`src/rtl/axi_arb_pkg.sv`:
```
// Shared types and helpers for the AXI4 burst arbiter and its round-robin picker.
package axi_arb_pkg;

  typedef enum logic [1:0] {
    IDLE = 2'd0,
    ADDR = 2'd1,
    DATA = 2'd2
  } arb_state_t;

  function automatic int clog2_min1(input int n);
    if (n <= 1) begin
      return 1;
    end else begin
      return $clog2(n);
    end
  endfunction

endpackage

```
`src/rtl/rr_pick.sv`:
```
// Cyclic priority search: first set req bit at or after (ptr+1) mod NUM.
module rr_pick
  import axi_arb_pkg::*;
#(
  parameter int NUM   = 8,
  parameter int NSIZE = clog2_min1(NUM)
) (
  input  logic [NUM-1:0]   req,
  input  logic [NSIZE-1:0] ptr,
  output logic [NSIZE-1:0] idx,
  output logic             any
);

  localparam int SW = NSIZE + 1;

  logic [2*NUM-1:0] dbl_s;
  logic [NUM-1:0]   rot_s;
  logic [SW-1:0]    start_s;
  logic [SW-1:0]    sum_s;
  logic [NSIZE-1:0] wrap_s;

  // Rotate req so the search start lands on bit 0, then take the lowest set bit.
  always_comb begin
    start_s = (ptr >= NSIZE'(NUM - 1)) ? SW'(1'b0) : ({1'b0, ptr} + SW'(1'b1));
    dbl_s   = {req, req};
    rot_s   = NUM'(dbl_s >> start_s);
    idx     = '0;
    sum_s   = '0;
    wrap_s  = '0;
    // Walk from the highest offset down so the lowest offset is the final winner.
    for (int i = NUM - 1; i >= 0; i--) begin
      sum_s  = start_s + SW'(i);
      wrap_s = NSIZE'((sum_s >= SW'(NUM)) ? (sum_s - SW'(NUM)) : sum_s);
      idx    = rot_s[i] ? wrap_s : idx;
    end
    any = |req;
  end

endmodule

```
`src/rtl/axi4_burst_arbiter.sv`:
```
// Burst-level arbiter for one AXI4 channel: holds a path from address handshake
// to burst completion, round-robin between requesters, with a grant timeout.
module axi4_burst_arbiter
  import axi_arb_pkg::*;
#(
  parameter int NUM     = 8,
  parameter int TIMEOUT = 4096,
  localparam int NSIZE  = clog2_min1(NUM),
  localparam int TW     = $clog2(TIMEOUT + 1)
) (
  input  logic             clock,
  input  logic             rst,
  input  logic [NUM-1:0]   req,
  input  logic             addr_hs,
  input  logic             done,
  output logic             grant_vld,
  output logic [NSIZE-1:0] grant_idx,
  output logic [NUM-1:0]   grant_oh,
  output logic             timeout_err,
  output logic [NSIZE-1:0] err_idx
);

  arb_state_t       state_r;
  logic             grant_vld_r;
  logic [NSIZE-1:0] grant_idx_r;
  logic [NUM-1:0]   grant_oh_r;
  logic             timeout_err_r;
  logic [NSIZE-1:0] err_idx_r;
  logic [TW-1:0]    cnt_r;
  logic [NSIZE-1:0] ptr_r;

  logic [NSIZE-1:0] pick_idx_s;
  logic             pick_any_s;
  logic [TW-1:0]    cnt_inc_s;
  logic             tmo_hit_s;
  logic             complete_s;
  logic             busy_s;
  logic             tmo_fire_s;
  logic [NSIZE-1:0] ptr_upd_s;

  function automatic logic [NUM-1:0] to_oh(input logic [NSIZE-1:0] i);
    return NUM'(1'b1) << i;
  endfunction

  rr_pick #(
    .NUM   (NUM),
    .NSIZE (NSIZE)
  ) u_pick (
    .req (req),
    .ptr (ptr_r),
    .idx (pick_idx_s),
    .any (pick_any_s)
  );

  // Timeout detection; a completing event in the same cycle always takes precedence.
  always_comb begin
    cnt_inc_s = (cnt_r == TW'(TIMEOUT)) ? cnt_r : (cnt_r + TW'(1'b1));
    tmo_hit_s = (cnt_r == TW'(TIMEOUT - 1));
    case (state_r)
      ADDR:    complete_s = addr_hs;
      DATA:    complete_s = done;
      default: complete_s = 1'b0;
    endcase
    busy_s     = (state_r != IDLE);
    tmo_fire_s = busy_s && tmo_hit_s && !complete_s;
    if (NUM == 1) begin
      ptr_upd_s = '0;
    end else begin
      ptr_upd_s = grant_idx_r;
    end
  end

  // Arbitration FSM with all outputs registered.
  always_ff @(posedge clock or posedge rst) begin
    if (rst) begin
      state_r       <= IDLE;
      grant_vld_r   <= 1'b0;
      grant_idx_r   <= '0;
      grant_oh_r    <= '0;
      timeout_err_r <= 1'b0;
      err_idx_r     <= '0;
      cnt_r         <= '0;
      ptr_r         <= NSIZE'(NUM - 1);
    end else begin
      timeout_err_r <= tmo_fire_s;
      if (tmo_fire_s) begin
        err_idx_r <= grant_idx_r;
      end
      if (busy_s) begin
        cnt_r <= cnt_inc_s;
      end
      case (state_r)
        IDLE: begin
          if (pick_any_s) begin
            state_r     <= ADDR;
            grant_vld_r <= 1'b1;
            grant_idx_r <= pick_idx_s;
            grant_oh_r  <= to_oh(pick_idx_s);
            cnt_r       <= '0;
          end
        end
        ADDR: begin
          if (addr_hs) begin
            state_r <= DATA;
          end else if (tmo_fire_s) begin
            state_r     <= IDLE;
            grant_vld_r <= 1'b0;
            grant_oh_r  <= '0;
            ptr_r       <= ptr_upd_s;
          end
        end
        DATA: begin
          if (done || tmo_fire_s) begin
            state_r     <= IDLE;
            grant_vld_r <= 1'b0;
            grant_oh_r  <= '0;
            ptr_r       <= ptr_upd_s;
          end
        end
        default: begin
          state_r     <= IDLE;
          grant_vld_r <= 1'b0;
          grant_oh_r  <= '0;
        end
      endcase
    end
  end

  assign grant_vld   = grant_vld_r;
  assign grant_idx   = grant_idx_r;
  assign grant_oh    = grant_oh_r;
  assign timeout_err = timeout_err_r;
  assign err_idx     = err_idx_r;

endmodule

```
`config.mk`:
```
export PLATFORM = sky130hd
export DESIGN_NAME = axi4_burst_arbiter
export DESIGN_NICKNAME = d
export VERILOG_FILES = /design/src/rtl/axi_arb_pkg.sv /design/src/rtl/rr_pick.sv /design/src/rtl/axi4_burst_arbiter.sv
export SDC_FILE = /design/constraint.sdc
export NUM_CORES = 1
export LEC_CHECK = 0
export CORE_ASPECT_RATIO = 0.9
export CORE_MARGIN = 10
export CORE_UTILIZATION = 58
export DETAILED_ROUTE_END_ITERATION = 6
export GPL_TIMING_DRIVEN = 1
export PLACE_DENSITY = 0.81
export SYNTH_ARGS = -nofsm -noshare
export SYNTH_HDL_FRONTEND = slang
export SYNTH_HIERARCHICAL = 1
export SYNTH_SLANG_ARGS = --single-unit
```
`constraint.sdc`:
```
create_clock -name clock -period 3.8 [get_ports clock]
set_clock_uncertainty 0.15 [all_clocks]
set_input_delay 0.76 -clock clock [delete_from_list [all_inputs] [get_ports clock]]
set_output_delay 0.76 -clock clock [all_outputs]
set_load 0.02 [all_outputs]
```
==> metrics.txt, run 1 <==
post-synthesis instance area 2860 µm²; sequential-to-total area share from yosys stat 29.9%; pin count of the biggest net entering global routing 22; global placer's final weighted congestion approximately 0.93; utilization after layout 71.1%; Reg-to-Reg Start ptr_r[1]; GR Layer Usage met1 27.9%; sort of element at the end of the critical path register; Worst-Margin Slew between 0.7 and 0.8 ns; CTS tree built; number of I/O pins 28; Synthesis Warnings 6; peak fanout along the critical path 8; remaining antenna violation count after routing 0; outcome completed; DR DRC count 0; initial cell density of the core between 50 and 60%; Total Power Consumption 3.33 mW; Worst VDD drop 576 µV; cells after synthesis 328; arrival time reported for the critical path endpoint between 3 and 4 ns; leading register cell type out of synthesis sky130_fd_sc_hd__dfrtp_1; area of the core 4800 µm²; die outline height just under 90 µm; final-layout setup total negative slack 0 ns; Overall Global Routing Usage 19.9%; number of DRC markers after the initial detailed-route iteration 370; family with the most delay on the worst path compound AO/OA/AOI/OAI gates; number of antenna violations at the first check in global routing 0; Synth Register Bits 34; half-perimeter wire length after placement 5870 µm; unrepaired setup endpoints after global routing false; number of flops mapped to enable cells by yosys 0; met2 capacity usage during global routing 30.4%; clock input transition at the sequential cells of the worst setup and hold paths roughly 0.070 ns; signed area change from the synthesized netlist to the final layout 19.5%; type of the worst setup path reg2reg; vias in the first global route approximately 2.8k; crit path launch ptr_r[1]; required time at the worst-slack endpoint 3.88 ns; Die X 94.0 µm; Distinct cells, synth 73; total count of max-transition violations in the final report 0; highest-delay cell along the critical path sky130_fd_sc_hd__dfstp_2; Worst slew margin 50.1%; library cell used as clock root buffer sky130_fd_sc_hd__clkbuf_8; leading cell type in the layout, fill and taps excluded sky130_fd_sc_hd__nand2_1; count of vias placed by the detailed router about 2.9k; # diodes 0; CP cell instances ha_1 -> ha_1 -> buf_4 -> nor2b_4 -> a221oi_4 -> nor3_1 -> a31oi_4 -> a21oi_1 -> a2111oi_2 -> nor3_1 -> o221ai_1 -> buf_4 -> nand2_1 -> nor4_1 -> a31o_1; total number of cells along the worst setup path 15; Post-Synthesis Net Count around 350; number of setup buffers added after CTS 0; P per Cell Area between 900 and 1000 nW/µm²; min setup slack post-route 0.180 ns; average wire per cell in the routed design ~19 µm; routed vias/inst 6.71; Final period util 95.3%; most utilized layer in the global route result met2; min Tclk post-route 3.62 ns; number of cells on the worst reg-to-reg path 15; startpoint type of the worst setup path register; slowest cell delay on critical path roughly 0.60 ns; Global Route met3 Usage 4.41%; setup violators final 0; number of levels in the clock H-tree 2; max-capacitance violation count 0; Post-Place Setup Slack 0.00968 ns; hold slack final 0.350 ns; register-to-register path setup slack 0.18 ns; leakage power total 1.35 nW; end of the worst register-to-register path grant_oh[4]; most frequent cells in the layout 44 x sky130_fd_sc_hd__nand2_1, 31 x sky130_fd_sc_hd__dfrtp_1, 27 x sky130_fd_sc_hd__clkdlybuf4s50_1, 21 x sky130_fd_sc_hd__buf_4, 17 x sky130_fd_sc_hd__o21ai_0; overall routed net length around 8000 µm; number of port buffers 27; fraction of synthesis flops using an asynchronous set or reset pin 100%; Post-Synthesis Mean Instance Area 8.71 µm²; clock latency on the worst-skew pair 0.29 ns; number of rows created at floorplan 24; clk sink count 34; share of post-route cells with drive strength above 1 17.3%; net count of the finished layout 385; capture point of the worst path grant_oh[4]; worst min-delay path class reg2reg; highest clock frequency the design can meet about 280 MHz; crit path buf inv count 2; wire length of the first global-routing pass 13600 µm; hold violation count in the final report 0; gr ovfl total 0; area of the die 8140 µm²; maximum buffer depth of the clock tree 2; number of clock buffers inserted by TritonCTS 5; First-pass DRT Iterations 7
-- synthesized netlist by cell type, drive strengths merged, types with 2 or more instances --
library cell | n | area share (%)
nand3 | 10 | 1.9
nand4b | 2 | 0.61
o2111ai | 3 | 0.92
mux2i | 9 | 3.2
a31oi | 11 | 3.2
inv | 12 | 1.6
a21oi | 15 | 2.6
nor2b | 4 | 0.96
nand2 | 44 | 5.8
a22oi | 2 | 0.53
ha | 8 | 3.5
and3 | 2 | 0.44
nand3b | 3 | 1.2
o22ai | 4 | 0.88
clkbuf | 6 | 0.79
xnor2 | 5 | 1.5
dfrtp | 31 | 27
nand4 | 5 | 1.6
a2111oi | 2 | 1.3
buf | 12 | 3.5
nor2 | 15 | 2.3
nor3 | 13 | 2.6
dfstp | 3 | 2.8
mux2 | 8 | 3.2
nand2b | 6 | 1.3
nor4b | 2 | 0.61
or2 | 2 | 0.44
a211oi | 3 | 0.79
nor4 | 15 | 3.5
and2 | 2 | 0.44
a31o | 6 | 1.8
o221ai | 6 | 1.8
a311o | 5 | 1.8
or3 | 6 | 1.4
a22o | 2 | 0.61
o21ai | 24 | 4.2
-- power by group --
group / switching (mW) / leakage [nW] / internal (mW) / total [mW]
Sequential: 0.0913 / 0.452 / 0.461 / 0.553
Combinational: 1.43 / 0.844 / 1.01 / 2.44
Clock: 0.128 / 0.0573 / 0.210 / 0.338
Total: 1.65 / 1.35 / 1.68 / 3.33
-- metal layers --
| metal | share of wire [%] | routed length [µm] |
|---|---|---|
| met2 | 46 | 3660 |
| met5 | 0 | 0 |
| met3 | 7.9 | 628 |
| met4 | 1.0 | 82 |
| met1 | 45 | 3630 |
-- repair_timing --
action | in CTS | in global routing
setup endpoints to repair | 0 | 6
hold buffers | 0 | 0
resized for setup | 0 | 10
-- how the worst min path moves through the flow --
stage | depth (start not counted) | startpoint | endpoint | slack (ns)
2_1_floorplan | 1 | cnt_r[0] | cnt_r[0] | 0.37
3_3_place_gp | 1 | err_idx[1] | err_idx[1] | 0.33
3_5_place_dp | 1 | err_idx[1] | err_idx[1] | 0.33
4_1_cts | 1 | err_idx[2] | err_idx[2] | 0.35
5_1_grt | 1 | err_idx[0] | err_idx[0] | 0.37
6_report | 1 | err_idx[1] | err_idx[1] | 0.35
-- metrics by stage --
| stage | instance area, µm² | std cells |
|---|---|---|
| 2_1_floorplan | 2860 | 328 |
| 3_3_place_gp | 3250 | 423 |
| 3_5_place_dp | 3250 | 423 |
| 4_1_cts | 3360 | 430 |
| 5_1_grt | 3420 | 430 |
| 6_report | 3420 | 430 |
-- kinds of logic (layout without fill, tap and decap cells) --
group	count (synthesis)	after routing	share of synthesized area (%)
flip-flops	34	34	29.9
adder cells (fa/ha/maj)	8	8	3.50
multiplexers	17	17	6.30
XOR/XNOR	6	6	1.84
AND/OR/NAND/NOR	134	134	26.5
buffers and inverters	30	67	5.82
AO/OA/AOI/OAI	99	99	26.1
-- sequential cells by signal (all words and copies together) (netlist names) --
name and count:
timeout_err 1, ptr_r 3, cnt_r 13, grant_oh 8, grant_vld 1, err_idx 3
grant_idx 3, state_r 2
-- cell type report --
cell class | count | area, µm²
inverter | 12 | 45.0
clock inverter | 1 | 30.0
multi-input combinational | 264 | 1890
clock buffer | 6 | 82.6
timing repair buffer | 48 | 428
sequential | 34 | 855
fill | 356 | 1390
tap | 65 | 81.3
Power figures use the tool's default switching activity.
==> run 2: changes to the inputs <==
CORE_MARGIN = default   (was 10)
CORE_UTILIZATION = 52   (was 58)
PLACE_DENSITY = 0.77   (was 0.81)
SYNTH_HIERARCHICAL = default   (was 1)
clock period = 3.1 ns   (was 3.8 ns; I/O delays follow)
==> metrics.txt, run 2 <==
outcome finished, violations left (was completed); violated checks setup timing; dpl cells 437 (was 423); cells after synthesis 303 (was 328); peak fanout along the critical path 5 (was 8); switching power share of the total 47.2% (was 49.6%); wire length of the first global-routing pass 13400 µm (was 13600 µm); most frequent cells after synthesis 32 x sky130_fd_sc_hd__nand2_1, 31 x sky130_fd_sc_hd__dfrtp_1, 19 x sky130_fd_sc_hd__nor2_1, 19 x sky130_fd_sc_hd__o21ai_0 (was 44 x sky130_fd_sc_hd__nand2_1, 31 x sky130_fd_sc_hd__dfrtp_1, 17 x sky130_fd_sc_hd__o21ai_0); worst min-delay path class reg2reg (unchanged); post-route design area 3690 µm² (was 3420 µm²); most common cell in the netlist sky130_fd_sc_hd__nand2_1 (unchanged); DR DRC count 0 (unchanged); overall routed net length 8330 µm (was 8000 µm); global placer's final weighted congestion 0.984 (was 0.930); hold slack final 0.334 ns (was 0.350 ns); Most flops, register cnt_r (unchanged); leading cell type in the layout, fill and taps excluded sky130_fd_sc_hd__buf_4 (was sky130_fd_sc_hd__nand2_1); capture point of the worst path grant_oh[5] (was grant_oh[4]); utilization after layout 74.9% (was 71.1%); register-to-register path setup slack -0.06 ns (was 0.18 ns); number of clock buffers inserted by TritonCTS 5 (unchanged); CTS tree built (unchanged); number of levels in the clock H-tree 2 (unchanged); number of port buffers 27 (unchanged); remaining antenna violation count after routing 0 (unchanged); Reg-to-Reg Start ptr_r[0] (was ptr_r[1]); number of cells on the worst reg-to-reg path 10 (was 15); cell depth of the worst min-delay path 2 (was 1); leakage power total 1.61 nW (was 1.35 nW); sequential share of power 14.2% (was 16.6%); hold violation count in the final report 0 (unchanged); number of flops mapped to enable cells by yosys 0 (unchanged); internal cell power 2.48 mW (was 1.68 mW); count of hold-fix buffers inserted at cts 0 (unchanged); arrival time reported for the critical path endpoint 3.20 ns (was 3.70 ns); clock latency on the worst-skew pair 0.28 ns (was 0.29 ns); share of post-route cells with drive strength above 1 29.0% (was 17.3%); min setup slack post-route -0.0609 ns (was 0.180 ns); required time at the worst-slack endpoint 3.14 ns (was 3.88 ns); instance area at placement 3420 µm² (was 3250 µm²); min Tclk post-route 3.16 ns (was 3.62 ns); Worst VDD drop 867 µV (was 576 µV); library cell used as clock root buffer sky130_fd_sc_hd__clkbuf_8 (unchanged); area of the core 4920 µm² (was 4800 µm²); startpoint type of the worst setup path register (unchanged); fraction of synthesis flops using an asynchronous set or reset pin 100% (unchanged); number of antenna violations at the first check in global routing 0 (unchanged); sequential standard cell area 855 µm² (unchanged); highest clock frequency the design can meet 316 MHz (was 276 MHz); maximum buffer depth of the clock tree 2 (unchanged); vias in the first global route 2679 (was 2752); signed area change from the synthesized netlist to the final layout 36.9% (was 19.5%); net count of the finished layout 408 (was 385); combinational group share of total power 77.5% (was 73.3%); Overall Global Routing Usage 31.2% (was 19.9%); Worst-Margin Slew 0.561 ns (was 0.749 ns); end of the worst register-to-register path grant_oh[5] (was grant_oh[4]); Multi-input gate area 1830 µm² (was 1890 µm²); average wire per cell in the routed design 18.3 µm (was 18.6 µm); post-synthesis instance area 2700 µm² (was 2860 µm²); gr ovfl total 0 (unchanged); relative contribution of the clock network to total power 8.3% (was 10.1%); reported net switching power 2.22 mW (was 1.65 mW); Worst slew margin 62.4% (was 50.1%); total count of max-transition violations in the final report 0 (unchanged); Post-Place Setup Slack -0.263 ns (was 0.00968 ns); Synthesis Warnings 0 (was 6); area of the die 5480 µm² (was 8140 µm²); leading register cell type out of synthesis sky130_fd_sc_hd__dfrtp_1 (unchanged); Final period util 102% (was 95.3%); clock input transition at the sequential cells of the worst setup and hold paths 0.06 ns (was 0.07 ns); area share of the leading cell type in the synthesized netlist 28.8% (was 27.1%); final-layout setup total negative slack -0.213 ns (was 0 ns); type of the worst setup path reg2reg (unchanged); Post-Synthesis Net Count 323 (was 348); First-pass DRT Iterations 6 (was 7); sequential-to-total area share from yosys stat 31.7% (was 29.9%); flip-flop count of the largest register after layout 13 (unchanged); number of I/O pins 28 (unchanged); number of DRC markers after the initial detailed-route iteration 265 (was 370); biggest area consumer among synthesized cells sky130_fd_sc_hd__dfrtp_1 (unchanged); source of the worst hold timing path grant_oh[1] (was err_idx[1]); unrepaired setup endpoints after global routing true (was false); Synth Register Bits 34 (unchanged); clk sink count 34 (unchanged); Distinct cells, synth 65 (was 73); max-capacitance violation count 0 (unchanged); count of vias placed by the detailed router 2929 (was 2884); half-perimeter wire length after placement 5850 µm (was 5870 µm); most frequent cells in the layout 62 x sky130_fd_sc_hd__buf_4, 32 x sky130_fd_sc_hd__nand2_1, 31 x sky130_fd_sc_hd__dfrtp_1, 27 x sky130_fd_sc_hd__clkdlybuf4s50_1 (was 44 x sky130_fd_sc_hd__nand2_1, 31 x sky130_fd_sc_hd__dfrtp_1, 27 x sky130_fd_sc_hd__clkdlybuf4s50_1, 21 x sky130_fd_sc_hd__buf_4, 17 x sky130_fd_sc_hd__o21ai_0); setup violators final 6 (was 0); number of fill cells 355 (was 356); # diodes 0 (unchanged); routed vias/inst 6.45 (was 6.71); count of non-filler cells in the finished layout 454 (was 430); top area cells in the synthesized netlist sky130_fd_sc_hd__dfrtp_1 29%, sky130_fd_sc_hd__nand2_1 4.5%, sky130_fd_sc_hd__mux2_2 3.8%, sky130_fd_sc_hd__ha_1 3.7%, sky130_fd_sc_hd__o21ai_0 3.5% (was sky130_fd_sc_hd__dfrtp_1 27%, sky130_fd_sc_hd__nand2_1 5.8%, sky130_fd_sc_hd__ha_1 3.5%, sky130_fd_sc_hd__mux2i_1 3.2%, sky130_fd_sc_hd__nor4_1 3.1%); Post-Synthesis Mean Instance Area 8.90 µm² (was 8.71 µm²); initial cell density of the core 54.8% (was 59.5%); Total Power Consumption 4.71 mW (was 3.33 mW); die outline height 70.3 µm (was 86.6 µm); P per Cell Area 1280 nW/µm² (was 976 nW/µm²); sort of element at the end of the critical path register (unchanged); crit path launch ptr_r[0] (was ptr_r[1]); number of rows created at floorplan 24 (unchanged); Die X 77.9 µm (was 94.0 µm); pin count of the biggest net entering global routing 35 (was 22)
==> run 2: cell count changes after synthesis, moves of 5 or more <==
cell / previous run / this run
sky130_fd_sc_hd__o31ai_1: 0 / 8
sky130_fd_sc_hd__or3_1: 5 / 0
sky130_fd_sc_hd__o21ai_1: 7 / 0
sky130_fd_sc_hd__nor4_1: 14 / 5
sky130_fd_sc_hd__a31o_1: 6 / 0
sky130_fd_sc_hd__nor2_1: 13 / 19
sky130_fd_sc_hd__o221ai_1: 6 / 1
sky130_fd_sc_hd__and3_1: 2 / 9
sky130_fd_sc_hd__nor3_1: 11 / 2
sky130_fd_sc_hd__o211ai_1: 1 / 6
sky130_fd_sc_hd__nand2_1: 44 / 32
sky130_fd_sc_hd__xor2_1: 1 / 6
sky130_fd_sc_hd__a21oi_1: 15 / 9
==> run 2: layout make-up <==
type | instances | share of cell area [%]
repair buffers | 92 | 20.9
clock buffers | 7 | 2.07
multi-input cells | 243 | 49.6
inverters | 12 | 1.22
well taps | 65 | 2.20
flip-flops and latches | 34 | 23.2
clock inverters | 1 | 0.814
==> run 2: worst max-delay path, cell delays in order, from the launching register on <==
cell,delay [ns]
sky130_fd_sc_hd__dfstp_2,0.39
sky130_fd_sc_hd__ha_4,0.17
sky130_fd_sc_hd__ha_4,0.18
sky130_fd_sc_hd__buf_6,0.12
sky130_fd_sc_hd__or3b_4,0.37
sky130_fd_sc_hd__and2_4,0.16
sky130_fd_sc_hd__mux4_2,0.50
sky130_fd_sc_hd__a311oi_2,0.27
sky130_fd_sc_hd__a311oi_2,0.10
sky130_fd_sc_hd__o32a_1,0.38
sky130_fd_sc_hd__o31ai_2,0.27
==> run 2: layer usage <==
layer	track usage, %	wire, µm	vias to the layer above
li1	-	-	1329
met1	48.0	3640	1415
met2	45.2	3840	172
met3	5.62	775	13
met4	7.20	74	0
met5	0	0	-
==> run 2: how the worst min path moves through the flow <==
stage / endpoint / slack (ns)
final: grant_oh[1] / 0.33
after global routing: cnt_r[11] / 0.37
after CTS: grant_oh[6] / 0.33
after detailed placement: grant_oh[6] / 0.32
after global placement: grant_oh[5] / 0.31
after floorplan: cnt_r[11] / 0.31
==> run 2: power by group through the flow <==
| stage | clock (mW) | combinational, mW | sequential (mW) |
|---|---|---|---|
| 3_5_place_dp | 0 | 3.29 | 0.659 |
| 2_1_floorplan | 0 | 2.06 | 0.693 |
| 3_3_place_gp | 0 | 3.23 | 0.657 |
| 5_1_grt | 0.418 | 3.90 | 0.683 |
| 6_report | 0.391 | 3.65 | 0.670 |
| 4_1_cts | 0.398 | 3.40 | 0.659 |
==> run 2: timing repair <==
item	CTS	global route
endpoints found under the setup margin	10	10
gates resized for setup	10	16
pin swaps	1	4
setup buffers	0	9
==> run 2: kinds of logic after synthesis <==
logic type | count (synthesis) | share of synthesized area (%)
AOI/OAI and AO/OA | 95 | 25.2
xor gates and xnor gates | 11 | 3.57
buffers and inverters | 26 | 4.22
adders and majority gates | 8 | 3.71
DFF | 34 | 31.7
muxes | 23 | 11.4
and+or+nand+nor | 106 | 20.1
==> run 3: changes to the inputs <==
SLEW_MARGIN = 20   (was default)
==> results of run 3 <==
Final layout, timing and power as in run 2 (identical DEF).
